$ cat src/rtl/io_terminal.sv
// Keyboard-to-CPU input register with handshake flag, and a CPU-to-serial
// 8N1 transmitter with idle flag and sticky overrun indication.
module io_terminal #(
  parameter int unsigned CLKS_PER_BIT = 16
) (
  input  logic       clk,
  input  logic       rst_n,
  input  logic       key_valid,
  input  logic [7:0] key_data,
  output logic       key_ready,
  input  logic       inp_ack,
  output logic [7:0] INPR,
  output logic       FGI,
  input  logic       out_load,
  input  logic [7:0] out_data,
  output logic       FGO,
  output logic       tx,
  output logic       out_ovr
);

  typedef enum logic [1:0] {
    S_IDLE,
    S_START,
    S_DATA,
    S_STOP
  } tx_state_e;

  localparam logic [9:0] BAUD_MAX = 10'(CLKS_PER_BIT - 1);

  logic [7:0] inpr_q, inpr_d;
  logic       fgi_q, fgi_d;

  tx_state_e  state_q, state_d;
  logic [9:0] cnt_q, cnt_d;
  logic [2:0] idx_q, idx_d;
  logic [7:0] outr_q, outr_d;
  logic       tx_q, tx_d;
  logic       fgo_q, fgo_d;
  logic       ovr_q, ovr_d;
  logic       baud_done;

  // While FGI is set the keyboard is stalled, so an ack always wins over a
  // simultaneous key_valid and the character is taken on a later edge.
  always_comb begin
    inpr_d = inpr_q;
    fgi_d  = fgi_q;
    if (fgi_q) begin
      if (inp_ack) begin
        fgi_d = 1'b0;
      end
    end else if (key_valid) begin
      inpr_d = key_data;
      fgi_d  = 1'b1;
    end
  end

  assign baud_done = (cnt_q == BAUD_MAX);

  // tx and FGO are registered next-state values, so tx falls on the very
  // edge that registers out_load and FGO rises on the edge that enters IDLE.
  always_comb begin
    state_d = state_q;
    cnt_d   = cnt_q;
    idx_d   = idx_q;
    outr_d  = outr_q;
    tx_d    = tx_q;
    fgo_d   = fgo_q;
    ovr_d   = ovr_q;

    unique case (state_q)
      S_IDLE: begin
        if (out_load) begin
          outr_d  = out_data;
          state_d = S_START;
          cnt_d   = '0;
          tx_d    = 1'b0;
          fgo_d   = 1'b0;
        end
      end
      S_START: begin
        if (baud_done) begin
          cnt_d   = '0;
          idx_d   = '0;
          state_d = S_DATA;
          tx_d    = outr_q[0];
        end else begin
          cnt_d = cnt_q + 10'd1;
        end
      end
      S_DATA: begin
        if (baud_done) begin
          cnt_d = '0;
          if (idx_q == 3'd7) begin
            idx_d   = '0;
            state_d = S_STOP;
            tx_d    = 1'b1;
          end else begin
            idx_d = idx_q + 3'd1;
            tx_d  = outr_q[idx_q + 3'd1];
          end
        end else begin
          cnt_d = cnt_q + 10'd1;
        end
      end
      S_STOP: begin
        if (baud_done) begin
          cnt_d   = '0;
          state_d = S_IDLE;
          tx_d    = 1'b1;
          fgo_d   = 1'b1;
        end else begin
          cnt_d = cnt_q + 10'd1;
        end
      end
      default: begin
        state_d = S_IDLE;
        cnt_d   = '0;
        idx_d   = '0;
        tx_d    = 1'b1;
        fgo_d   = 1'b1;
      end
    endcase

    // A load sampled in any busy state (including the last STOP cycle) is lost.
    if (out_load && (state_q != S_IDLE)) begin
      ovr_d = 1'b1;
    end
  end

  always_ff @(posedge clk or negedge rst_n) begin
    if (!rst_n) begin
      inpr_q  <= '0;
      fgi_q   <= 1'b0;
      state_q <= S_IDLE;
      cnt_q   <= '0;
      idx_q   <= '0;
      outr_q  <= '0;
      tx_q    <= 1'b1;
      fgo_q   <= 1'b1;
      ovr_q   <= 1'b0;
    end else begin
      inpr_q  <= inpr_d;
      fgi_q   <= fgi_d;
      state_q <= state_d;
      cnt_q   <= cnt_d;
      idx_q   <= idx_d;
      outr_q  <= outr_d;
      tx_q    <= tx_d;
      fgo_q   <= fgo_d;
      ovr_q   <= ovr_d;
    end
  end

  assign key_ready = ~fgi_q;
  assign INPR      = inpr_q;
  assign FGI       = fgi_q;
  assign FGO       = fgo_q;
  assign tx        = tx_q;
  assign out_ovr   = ovr_q;

endmodule

$ cat config.mk
export PLATFORM = sky130hd
export DESIGN_NAME = io_terminal
export DESIGN_NICKNAME = d
export VERILOG_FILES = /design/src/rtl/io_terminal.sv
export SDC_FILE = /design/constraint.sdc
export NUM_CORES = 1
export LEC_CHECK = 0
export BUFFER_PORTS_ARGS = -buffer_cell sky130_fd_sc_hd__buf_4
export CAP_MARGIN = 0
export CORE_MARGIN = 2
export CORE_UTILIZATION = 30
export CTS_CLUSTER_DIAMETER = 60
export DETAILED_ROUTE_END_ITERATION = 12
export SLEW_MARGIN = 20
export SYNTH_ARGS = -nofsm -noshare
export SYNTH_HDL_FRONTEND = slang
export SYNTH_SLANG_ARGS = --single-unit
$ cat constraint.sdc
create_clock -name clk -period 4.2 [get_ports clk]
set_input_delay 0.42 -clock clk [delete_from_list [all_inputs] [get_ports clk]]
set_output_delay 0.42 -clock clk [all_outputs]
set_load 0.01 [all_outputs]
==> qor.yml <==
status: "complete, no violations"
async_flop_share_pct: 100
antenna_found_initial: 0
cts_setup_buffers: 0
ctsHtreeMaxLevel: 2
seqCellArea_um2: 878
n_fill_cell: 550
nets: 208
worstPathArrival_ns: 2.17
setup_viol: 0
die_y_um: 79.6
clock_sinks: 35
finalCritPeriodShare_pct: 47.6
drt_iter0_markers: 76
fp.dieArea_mm2: 0.00633
relSlewSlack_pct: 51.3
io_buffers: 33
gp_congestion: 0.740
crit_type: "flip-flop to flip-flop"
cts-buffers-inserted: 5
synth_most_common_cell: "dfrtp_1"
worstMarginPinSlew_ns: 0.729
path_max_fanout: 9
ioPinCount: 34
drive_above_1_share_pct: 35.6
grt_pass1_wl_um: 5560
drc: 0
synth_cell_types: 39
synthesis.nets: 171
fin_tns_setup_ns: 0
startpoint_type: "flip-flop"
synth_top_area_cell: "dfrtp_1"
core.rowCount: 27
cts_root_buf: "clkbuf_8"
postSynthAreaPerCell_um2: 12.1
dieWidth_um: 79.6
vias: 1215
diodes: 0
hp-class: "primary input to asynchronous set/reset pin"
via_per_inst: 4.82
ff2ff_path_depth: 6
yosysWarnings: 0
synth_edf_count: 0
clock_latency_ns: 0.29
yosysTopAreaCellShare_pct: 48.2
wl_per_cell_um: 12.8
fin_crit_ns: 2.00
p_per_area_mw_per_mm2: 588
grt_util_all_layers_pct: 11.5
p_leak_nw: 0.936
dr.pass1.iters: 4
cts_tree: "built"
power_mw: 1.24
cap_violations: 0
fin_skew_ns: 0.00560
grt_pass1_vias: 1141
grt_max_degree: 36
synth_seq_cells: 35
dp_hpwl_um: 2290
multi_input_area_um2: 796
yosysSeqAreaShare_pct: 51.3
end_kind: "flip-flop"
syn_inst: 142
required_ns: 4.37
synthesis.area_mm2: 0.00171
ctsResizeCount: 0
rsz0062_at_grt: "no"
synthFlopType: "dfrtp_1"
peakVddDrop_uv: 256
drv_slew: 0
totalWireLength_um: 3230
postRouteAntennaNets: 0
initial_utilization_pct: 31.1
path_clk_slew_ns: 0.07
hold_viol_final: 0
fmax_mhz: 500
synthToLayoutAreaGrowth_pct: 23.5
synth_area_leaders: "dfrtp_1, mux2_2, ha_1"
holdBufCountCts: 0
clk_path_buf_depth: 2
core_mm2: 0.00551
yosys-top-cells-count: "dfrtp_1, mux2_2, nand2_1"
overflow: 0
==> kinds of logic after synthesis <==
| group | Yosys count | share of synthesized area, % |
|---|---|---|
| compound gates | 33 | 13.3 |
| xor+xnor | 3 | 1.53 |
| fa+ha+maj | 8 | 5.84 |
| buf+inv | 8 | 2.26 |
| flops | 35 | 51.3 |
| mux | 23 | 15.5 |
| simple gates | 32 | 10.3 |
==> path summary, 6_finish.rpt <==
check	startpoint	to	slack, ns
max in group asynchronous	rst_n	FGO$_DFFE_PN1P_	3.79
worst min register to register	out_ovr$_DFFE_PN0P_	out_ovr$_DFFE_PN0P_	0.49
worst max-delay path	state_q[0]$_DFFE_PN0P_	state_q[1]$_DFFE_PN0P_	2.20
min in group clk	inp_ack	FGI$_DFF_PN0_	0.31
worst min-delay path	rst_n	cnt_q[7]$_DFFE_PN0N_	0.07
worst max register to register	state_q[0]$_DFFE_PN0P_	state_q[1]$_DFFE_PN0P_	2.20
==> per-stage QoR <==
step | hold slack, ns | std cells | setup slack [ns] | area (µm²) | utilization [%]
after detailed placement | 0.399 | 244 | 2.22 | 2030 | 36.9
after global routing | 0.100 | 252 | 2.00 | 2120 | 38.4
after CTS | 0.0851 | 252 | 2.20 | 2120 | 38.4
after floorplan | 0.124 | 142 | 2.49 | 1710 | -
after global placement | 0.402 | 244 | 2.25 | 2030 | 36.9
final | 0.0702 | 252 | 2.20 | 2120 | 38.4
==> placed cells by master, fill, tap and decap left out, types with 3 or more instances in the layout <==
cell,Yosys,final
mux2i_1,4,4
ha_1,8,8
a22o_1,3,3
nor2_1,5,5
mux2_2,18,18
inv_1,5,5
nand3_1,4,4
a21oi_1,6,6
nor3_1,3,3
clkbuf_8,0,5
dfrtp_1,33,33
nand2_1,9,9
a31oi_1,5,5
buf_4,0,33
o21ai_0,6,6
==> power breakdown <==
part / switching (mW) / total, mW / internal [mW] / leakage (nW)
clock network: 0.117 / 0.233 / 0.116 / 0.0412
registers: 0.0942 / 0.543 / 0.449 / 0.427
logic: 0.222 / 0.468 / 0.245 / 0.467
total: 0.434 / 1.24 / 0.809 / 0.936
==> state kept, by name, summed over array words and instances (netlist names) <==
name     count
cnt_q       10
INPR         8
outr_q       8
idx_q        3
state_q      2
FGI          1
FGO          1
out_ovr      1
tx           1
==> final cells by class <==
| type | instances | share of cell area [%] |
|---|---|---|
| clock buffers | 6 | 3.43 |
| clock inverters | 2 | 0.591 |
| inverters | 5 | 0.887 |
| multi-input cells | 99 | 37.6 |
| flip-flops and latches | 35 | 41.5 |
| well taps | 72 | 4.26 |
| repair buffers | 33 | 11.7 |
==> per-layer routing <==
layer	vias up	track usage, %	part of all wire (%)
li1	597	-	-
met3	7	3.28	5.7
met4	0	5.17	2.0
met2	33	16.9	45
met5	-	0	0
met1	578	15.5	47
==> critical path: stages, from the launching register on <==
cell and delay, ns:
dfrtp_1 0.41, inv_1 0.11, ha_1 0.33, inv_1 0.12, nor2_1 0.46, nor3_1 0.16, mux2_2 0.30
Note: power is estimated with default switching activity, not from simulation.
